`src/rtl/ttt_pkg.sv`:
```
// ttt_pkg: shared definitions for the tic-tac-toe move path.
//   ASCII framing constants, receiver error codes and receiver FSM states.
package ttt_pkg;

   localparam logic [7:0] CR     = 8'h0D;
   localparam logic [7:0] LF     = 8'h0A;
   localparam logic [7:0] SPACE  = 8'h20;
   localparam logic [7:0] DIGIT0 = 8'h30;

   typedef enum logic [1:0] {
      ERR_NONE     = 2'd0,
      ERR_CHAR     = 2'd1,
      ERR_OCCUPIED = 2'd2,
      ERR_TIMEOUT  = 2'd3
   } err_code_e;

   typedef enum logic [2:0] {
      IDLE       = 3'd0,
      WAIT_DIGIT = 3'd1,
      WAIT_TERM  = 3'd2,
      CHECK      = 3'd3,
      DONE       = 3'd4
   } rx_state_e;

endpackage

```
`src/rtl/move_char_decode.sv`:
```
// move_char_decode: combinational classifier for one received byte.
//   byte_i     : received ASCII byte
//   is_digit_o : byte is '1'..('0'+CELLS)
//   is_term_o  : byte is CR or LF
//   is_skip_o  : byte is CR, LF or space (ignored while waiting for a digit)
//   cell_oh_o  : one-hot cell for a digit byte ('1' -> bit 0), zero otherwise
module move_char_decode
   import ttt_pkg::*;
#(
   parameter int CELLS = 9
) (
   input  logic [7:0]       byte_i,
   output logic             is_digit_o,
   output logic             is_term_o,
   output logic             is_skip_o,
   output logic [CELLS-1:0] cell_oh_o
);

   always_comb begin
      is_term_o  = (byte_i == CR) || (byte_i == LF);
      is_skip_o  = is_term_o || (byte_i == SPACE);
      is_digit_o = (byte_i >= (DIGIT0 + 8'd1)) && (byte_i <= (DIGIT0 + 8'(CELLS)));
      cell_oh_o  = '0;
      for (int unsigned i = 0; i < CELLS; i++) begin
         cell_oh_o[i] = (byte_i == (DIGIT0 + 8'(i + 1)));
      end
   end

endmodule

```
`src/rtl/move_receiver.sv`:
```
// move_receiver: responder for the game manager's opponent-move handshake.
//   clk, reset (async, active low)
//   recv_req         : one-cycle request pulse; accepted only when idle
//   recv_ready       : idle, results valid (combinational, low during recv_req)
//   recv_error       : last move rejected
//   recv_error_code  : 0 none, 1 bad char, 2 occupied cell, 3 timeout
//   my_target_a      : 1 -> opponent moves go to board B, 0 -> to board A
//   board_a/board_b  : current boards, latched on accept
//   recv_board_a/b   : resulting boards
//   rx_data/rx_valid : UART RX byte stream, move = digit then CR/LF
module move_receiver
   import ttt_pkg::*;
#(
   parameter int ROWS           = 3,
   parameter int COLS           = 3,
   parameter int TIMEOUT_CYCLES = 0
) (
   input  logic                 clk,
   input  logic                 reset,
   input  logic                 recv_req,
   output logic                 recv_ready,
   output logic                 recv_error,
   output logic [1:0]           recv_error_code,
   input  logic                 my_target_a,
   input  logic [ROWS*COLS-1:0] board_a,
   input  logic [ROWS*COLS-1:0] board_b,
   output logic [ROWS*COLS-1:0] recv_board_a,
   output logic [ROWS*COLS-1:0] recv_board_b,
   input  logic [7:0]           rx_data,
   input  logic                 rx_valid
);

   localparam int CELLS = ROWS * COLS;
   localparam int CW    = (TIMEOUT_CYCLES > 0) ? $clog2(TIMEOUT_CYCLES + 1) : 1;
   localparam logic [CW-1:0] TO_CAP  = CW'(TIMEOUT_CYCLES);
   localparam logic [CW-1:0] TO_LAST = (TIMEOUT_CYCLES > 0) ? CW'(TIMEOUT_CYCLES - 1) : '0;

   if (CELLS < 1 || CELLS > 9) begin : g_bad_size
      $error("move_receiver: ROWS*COLS must be 1..9");
   end

   rx_state_e          state_q, state_d;
   err_code_e          code_q, code_d;
   logic               err_q, err_d;
   logic               target_q, target_d;
   logic [CELLS-1:0]   cell_q, cell_d;
   logic [CELLS-1:0]   brd_a_q, brd_a_d;
   logic [CELLS-1:0]   brd_b_q, brd_b_d;
   logic [CW-1:0]      cnt_q, cnt_d;

   logic               is_digit, is_term, is_skip;
   logic [CELLS-1:0]   cell_oh;
   logic               timeout_hit;

   move_char_decode #(.CELLS(CELLS)) u_decode (
      .byte_i     (rx_data),
      .is_digit_o (is_digit),
      .is_term_o  (is_term),
      .is_skip_o  (is_skip),
      .cell_oh_o  (cell_oh)
   );

   // Counter saturates at TIMEOUT_CYCLES so it never wraps while a byte
   // holds off the timeout on the final cycle.
   assign timeout_hit = (TIMEOUT_CYCLES > 0) && (cnt_q >= TO_LAST);

   always_comb begin
      state_d  = state_q;
      code_d   = code_q;
      err_d    = err_q;
      target_d = target_q;
      cell_d   = cell_q;
      brd_a_d  = brd_a_q;
      brd_b_d  = brd_b_q;
      cnt_d    = cnt_q;

      case (state_q)
         IDLE: begin
            if (recv_req) begin
               brd_a_d  = board_a;
               brd_b_d  = board_b;
               target_d = my_target_a;
               err_d    = 1'b0;
               code_d   = ERR_NONE;
               cnt_d    = '0;
               state_d  = WAIT_DIGIT;
            end
         end
         WAIT_DIGIT: begin
            if ((TIMEOUT_CYCLES > 0) && (cnt_q < TO_CAP)) cnt_d = cnt_q + CW'(1);
            if (rx_valid) begin
               if (is_digit) begin
                  cell_d  = cell_oh;
                  state_d = WAIT_TERM;
               end else if (!is_skip) begin
                  code_d  = ERR_CHAR;
                  state_d = DONE;
               end
            end else if (timeout_hit) begin
               code_d  = ERR_TIMEOUT;
               state_d = DONE;
            end
         end
         WAIT_TERM: begin
            if ((TIMEOUT_CYCLES > 0) && (cnt_q < TO_CAP)) cnt_d = cnt_q + CW'(1);
            if (rx_valid) begin
               if (is_term) begin
                  state_d = CHECK;
               end else begin
                  code_d  = ERR_CHAR;
                  state_d = DONE;
               end
            end else if (timeout_hit) begin
               code_d  = ERR_TIMEOUT;
               state_d = DONE;
            end
         end
         CHECK: begin
            if (((brd_a_q | brd_b_q) & cell_q) != '0) begin
               code_d = ERR_OCCUPIED;
            end else if (target_q) begin
               brd_b_d = brd_b_q | cell_q;
            end else begin
               brd_a_d = brd_a_q | cell_q;
            end
            state_d = DONE;
         end
         DONE: begin
            err_d   = (code_q != ERR_NONE);
            state_d = IDLE;
         end
         default: begin
            state_d  = IDLE;
            code_d   = ERR_NONE;
            err_d    = 1'b0;
            target_d = 1'b0;
            cell_d   = '0;
            brd_a_d  = '0;
            brd_b_d  = '0;
            cnt_d    = '0;
         end
      endcase
   end

   always_ff @(posedge clk or negedge reset) begin
      if (!reset) begin
         state_q  <= IDLE;
         code_q   <= ERR_NONE;
         err_q    <= 1'b0;
         target_q <= 1'b0;
         cell_q   <= '0;
         brd_a_q  <= '0;
         brd_b_q  <= '0;
         cnt_q    <= '0;
      end else begin
         state_q  <= state_d;
         code_q   <= code_d;
         err_q    <= err_d;
         target_q <= target_d;
         cell_q   <= cell_d;
         brd_a_q  <= brd_a_d;
         brd_b_q  <= brd_b_d;
         cnt_q    <= cnt_d;
      end
   end

   assign recv_ready      = (state_q == IDLE) && !recv_req;
   assign recv_error      = err_q;
   assign recv_error_code = code_q;
   assign recv_board_a    = brd_a_q;
   assign recv_board_b    = brd_b_q;

endmodule
```
`config.mk`:
```
export PLATFORM = sky130hd
export DESIGN_NAME = move_receiver
export DESIGN_NICKNAME = d
export VERILOG_FILES = /design/src/rtl/ttt_pkg.sv /design/src/rtl/move_char_decode.sv /design/src/rtl/move_receiver.sv
export SDC_FILE = /design/constraint.sdc
export NUM_CORES = 1
export LEC_CHECK = 0
export CORE_AREA = 2 2 104 66
export CTS_CLUSTER_DIAMETER = 30
export DETAILED_ROUTE_END_ITERATION = 8
export DIE_AREA = 0 0 106 68
export GPL_TIMING_DRIVEN = 0
export PLACE_DENSITY_LB_ADDON = 0.12
export SLEW_MARGIN = 20
export SYNTH_ARGS = -nofsm -noshare
export SYNTH_HDL_FRONTEND = slang
export SYNTH_SLANG_ARGS = --single-unit
export TNS_END_PERCENT = 50
```
`constraint.sdc`:
```
create_clock -name clk -period 1.7 [get_ports clk]
set_input_delay 0.255 -clock clk [delete_from_list [all_inputs] [get_ports clk]]
set_output_delay 0.255 -clock clk [all_outputs]
set_load 0.02 [all_outputs]
```
==> Word-level counts from Yosys, hierarchy flattened <==
Cells that the tools add are included.
{ "totals": {"reg_bits": 34, "latch_bits": 0, "ramBits": 0, "mem_bits_ro": 0, "input_bits": 31, "output_inout_bits": 22, "wordCells": 95, "memories": 0} }
{ "op_classes": {"addsub": 0, "mul": 0, "div_mod_pow": 0, "order_cmp": 2, "n_eq_ne": 28, "shift": 0, "mux": 30, "bitwise": 9, "n_reduce_logical": 19} }
{ "op_table": {"columns": ["op", "n"], "rows": [
  ["== test 8 x 6 -> 1 bit (second input constant)", 10],
  ["2-to-1 mux 9 bit", 8],
  ["case mux 9 bit (3 select lines)", 2],
  ["OR 9 bit", 3],
  ["inequality test 2 bit (second input constant)", 11],
  ["2-to-1 mux 3 bit", 6],
  ["case mux 9 bit (2 select lines)", 1],
  ["== test 8 x 4 -> 1 bit (second input constant)", 2],
  ["2-to-1 mux 2 bit", 7],
  ["case mux 3 bit (4 select lines)", 1],
  ["AND reduction 4 bit", 3],
  ["case mux 2 bit (5 select lines)", 1],
  ["AND 9 bit", 1],
  ["nonzero test 9 bit", 1],
  ["greater-or-equal comparator 8 x 6 -> 1 bit (second input constant)", 1],
  ["<= comparator 8 x 6 -> 1 bit (second input constant)", 1],
  ["AND reduction 8 bit", 1],
  ["OR reduction 4 bit", 2],
  ["== test 3 x 2 -> 1 bit (second input constant)", 2],
  ["OR reduction 3 bit", 2],
  ["inverter 1 bit", 5],
  ["AND reduction 2 bit", 2],
  ["== test 3 x 1 -> 1 bit (second input constant)", 1],
  ["== test 3 bit (second input constant)", 1],
  ["other kinds (10)", 13]
]} }

==> Depth between registers and ports, before layout <==
{ "depth": {"ltp_word": 7, "depth_mapped": 8, "ltp_nobuf": 5} }

==> Cells and area by module <==
Synthesis repeated with hierarchy kept, for this count alone.
{ "unflattened": {"hier_cells": 242, "hier_area_um2": 2030.7} }
{ "by_module_without_submodules": {"columns": ["module", "n_inst", "cells_per_inst", "area_per_inst_um2", "seq_area_each_um2"], "rows": [
  ["move_receiver", 1, 210, 1843.0, 850.8],
  ["move_char_decode", 1, 32, 187.7, 0.0]
]} }

==> Least setup slack after synthesis <==
No wires, ideal clock.
{ "synth_timing": {"kind": "input port to flip-flop", "start": "input rx_data[0]", "end": "register cell_q[0]", "setup_time_ns": 0.125, "arrival_time_ns": 1.615, "required_time_ns": 1.575, "setup_slack_ns": -0.040, "stages": 7, "n_path_buf": 2, "cell_sequence": "buf_6 > or4_4 > nand3_2 > nor3b_1 > o21a_1 > buf_6 > mux2_4"} }
{ "synth_between": {"elab_chain_len": 4, "elab_cells_between_ends": 9, "classes_between": "order compare: 2; eq/ne: 2; mux: 3; reduce/logical: 2"} }
{ "synth_rtl": {"columns": ["item", "line", "text"], "rows": [
  ["start: declaration", "move_receiver.sv:29", "input logic [7:0] rx_data,"],
  ["greater-or-equal comparator 8 x 6 -> 1 bit (tied with other cells)", "move_char_decode.sv:22", "is_digit_o = (byte_i >= (DIGIT0 + 8'd1)) && (byte_i <= (DIGIT0 + 8'(CELLS)));"],
  ["logical AND 1 bit / 2-to-1 mux 9 bit (equally long branches)", "move_char_decode.sv:22, move_receiver.sv:92", null],
  ["inequality test 2 bit (no source line) / 2-to-1 mux 9 bit (equally long branches)", null, null],
  ["AND reduction 3 bit (no source line) / case mux 9 bit (2 select lines) (equally long branches)", null, null],
  ["end signal: assignment", "move_receiver.sv:160", "cell_q <= cell_d;"],
  ["end: declaration", "move_receiver.sv:46", "logic [CELLS-1:0] cell_q, cell_d;"]
]} }
Parallel ways exist; a longest one is shown, timed or not. The select of a mux whose other input is x is not followed.
A chain may end at the register's enable or synchronous reset.

==> Final worst setup path <==
{ "layout_timing": {"start": "register state_q[1]", "end": "register brd_b_q[1] (netlist: recv_board_b[1])"} }
{ "layout_between": {"elab_chain_len": 4, "elab_cells_between_ends": 12, "classes_between": "eq/ne: 7; mux: 1; bitwise: 1; reduce/logical: 3"} }
{ "layout_rtl": {"columns": ["item", "line", "text"], "rows": [
  ["start: declaration", "move_receiver.sv:42", "rx_state_e state_q, state_d;"],
  ["start signal: assignment", "move_receiver.sv:156", "state_q <= state_d;"],
  ["== test 3 x 2 -> 1 bit (tied with other cells)", "move_receiver.sv:77", "case (state_q)"],
  ["OR reduction 3 bit (no source line)", null, null],
  ["inverter 1 bit (no source line)", null, null],
  ["AND reduction 4 bit (no source line)", null, null],
  ["end signal: assignment", "move_receiver.sv:162", "brd_b_q <= brd_b_d;"],
  ["end: declaration", "move_receiver.sv:48", "logic [CELLS-1:0] brd_b_q, brd_b_d;"]
]} }
Parallel ways exist; a longest one is shown, timed or not.

==> impl_metrics.json <==
{
  "r2r_end": "recv_board_b[1]$_DFFE_PN0P_",
  "dr.pass1.iters": 4,
  "endpoint_kind": "register",
  "rsz0062_at_grt": "true",
  "post-route-util_pct": 50.60,
  "drv_cap": 0,
  "slew_headroom_pct": 70.17,
  "grt_pass1_vias": 1897,
  "hold_violations": 0,
  "numCtsBuffers": 5,
  "min_to": "cell_q[3]$_DFFE_PN0P_",
  "crit_type": "reg -> reg",
  "syn_area_um2": 2121,
  "syn_nets": 269,
  "nNetsFinal": 340,
  "crit_start": "state_q[1]$_DFFE_PN0P_",
  "fin_ws_ns": -0.03076,
  "pin_count": 53,
  "avgSynthCellArea_um2": 8.911,
  "setup_violations": 2,
  "initial_core_util_pct": 33.35,
  "clock_latency_ns": 0.29,
  "clock-sinks": 34,
  "worstHoldStart": "rx_data[0]",
  "yosysSeqAreaShare_pct": 40.12,
  "fin_crit_sh_pct": 101.8,
  "antenna_found_initial": 0,
  "fill_cells": 608,
  "reg2reg_from": "state_q[1]$_DFFE_PN0P_",
  "drc": 0,
  "synth.ff_latch_count": 34,
  "grt_pass1_wl_um": 10340,
  "num_antenna_cells": 0,
  "yosys_warnings": 0,
  "clock.fmax_mhz": 577.8,
  "grt_max_degree": 21,
  "rows": 23,
  "start_kind": "register",
  "drt_iter0_drc": 132,
  "yosysTopAreaCell": "dfrtp_1",
  "drt-total-wl_um": 6871,
  "p_leak_nw": 1.341,
  "placed_cell_area_um2": 2773,
  "dpl_worst_slack_ns": -0.5339,
  "drive_above_1_share_pct": 27.74,
  "clk_path_buf_depth": 2,
  "root_buffer": "clkbuf_8",
  "grtUsageTotal_pct": 18.91,
  "syn_inst": 238,
  "post_synth_num_cell_types": 44,
  "slew_viol_final": 0,
  "die_x_um": 106,
  "status": "complete, but fails checks",
  "wire_per_inst_um": 17.31,
  "final_cell_mix": "41 x clkdlybuf4s50_1, 32 x nor2_1, 32 x dfrtp_1",
  "cts_tree": "built",
  "die-area_um2": 7208,
  "whs_path_depth": 4,
  "p_per_area_nw_per_um2": 1567,
  "layout_commonest_cell": "clkdlybuf4s50_1",
  "min_period_ns": 1.731,
  "htreeDepth": 2,
  "ant_nets": 0,
  "ir_worst_vdd_mv": 0.5903,
  "path_clk_slew_ns": 0.08,
  "arrival_ns": 1.94,
  "hp-class": "in -> reg",
  "worstPathMaxFanout": 6,
  "hpwl_um": 4743,
  "worstMarginPinSlew_ns": 0.4475,
  "regToRegSetupSlack_ns": -0.03,
  "fp.coreArea_um2": 6360,
  "numPortBuffers": 50,
  "vias_per_cell": 5.320,
  "required_ns": 1.90,
  "ff2ff_path_depth": 7,
  "yosysTopAreaCellShare_pct": 40.12,
  "via_count": 2112,
  "synth_area_leaders": "dfrtp_1 40%, a21oi_1 6.8%, mux2_4 5.7%",
  "design_area_um2": 3218,
  "globalRouteOverflowTotal": 0,
  "area.growth.synth_to_final_pct": 51.74,
  "violations": "negative setup slack",
  "clock_skew_ns": 0.007745,
  "place.gp.congestion": 0.8929,
  "die_y_um": 68
}
## routing by layer
metal	GRT usage, %	up-vias	wire length [um]
met3	4.857	9	416
li1	-	1029	-
met4	5.263	0	84
met1	28.58	1010	3574
met2	26.29	64	2796
met5	0	-	0
## through the flow
| stage | setup TNS [ns] | hold WS (ns) | std cells | power (mW) |
|---|---|---|---|---|
| global placement | -32.65 | 0.5181 | 375 | 3.641 |
| floorplan | -0.0003189 | -0.04059 | 238 | 2.813 |
| global route | -0.5693 | 0.3594 | 397 | 5.381 |
| detailed placement | -14.99 | 0.2106 | 376 | 3.685 |
| CTS | -0.02803 | 0.3067 | 394 | 4.681 |
| finish | -0.03294 | 0.3263 | 397 | 5.043 |
## how the worst max path moves through the flow
stage / endpoint / slack, ns / cells past startpoint
after floorplan: cell_q[0]$_DFFE_PN0P_ / -0.00004 / 7
after global placement: recv_board_a[7]$_DFFE_PN0P_ / -0.54 / 6
after detailed placement: recv_board_a[7]$_DFFE_PN0P_ / -0.53 / 6
after CTS: cell_q[8]$_DFFE_PN0P_ / -0.01 / 5
after global routing: recv_board_b[1]$_DFFE_PN0P_ / -0.10 / 7
final: recv_board_b[1]$_DFFE_PN0P_ / -0.03 / 7
## worst max-delay path, stage by stage (launching register included)
cell and delay, ns:
dfrtp_1 0.38, buf_6 0.13, or3b_4 0.40, o21ai_4 0.18, or2_4 0.17, buf_6 0.13
a21oi_2 0.06, a211oi_2 0.20
## cells in the mapped netlist, drive strengths merged
master,count
a21o,9
inv,1
mux2i,2
nor3b,5
nand4,3
and4bb,1
or3b,1
o32ai,1
a22oi,2
nand2b,1
and3b,3
o21ai,20
a21oi,29
a211oi,10
and4b,1
clkbuf,8
o21a,2
nand4b,2
nor2,33
and3,1
nand3,8
nor2b,4
nor4,2
nor3,6
o32a,1
xnor2,1
a21boi,1
mux2,9
dfrtp,34
buf,9
o211ai,3
or4,1
nor4b,2
or2,2
nand3b,1
a2bb2oi,8
nand2,11
## timing repair
action / 4_1_cts / 5_1_grt
setup endpoints to repair: 32 / 25
hold endpoints to repair: 14 / 0
cloned: 2 / 0
setup buffers: 9 / 3
hold buffers: 1 / 0
pin swaps: 13 / 8
gates resized for setup: 44 / 36
## registers in the layout, indices dropped and copies added (netlist names)
| name | cells |
|---|---|
| recv_board_a | 9 |
| recv_error | 1 |
| recv_board_b | 9 |
| cell_q | 9 |
| recv_error_code | 2 |
| state_q | 3 |
| target_q | 1 |
## cell type report
cell class                      instances  area (um2)  share of cell area, %
Multi-Input combinational cell        186        1376                  42.77
Sequential cell                        34       853.3                  26.52
Timing Repair Buffer                   66       646.9                  20.10
Buffer                                 15       118.9                  3.694
Clock buffer                            8       110.1                  3.421
Tap cell                               87       108.9                  3.383
Inverter                                1       3.754                 0.1166
## power breakdown
group          switching, mW  internal (mW)  total, mW
Sequential             0.284           1.04       1.32
Clock                  0.313          0.410      0.723
Combinational           1.55           1.44       3.00
## cells by family (layout without fill, tap and decap cells)
kind of cell | Yosys count | after routing | synth area share [%]
and+or+nand+nor | 88 | 88 | 22.30
AOI/OAI and AO/OA | 86 | 86 | 25.49
DFF | 34 | 34 | 40.12
buffers and inverters | 18 | 90 | 4.542
muxes | 11 | 11 | 7.139
xor gates and xnor gates | 1 | 1 | 0.4131
No activity file was read; power rests on OpenSTA's default activity.
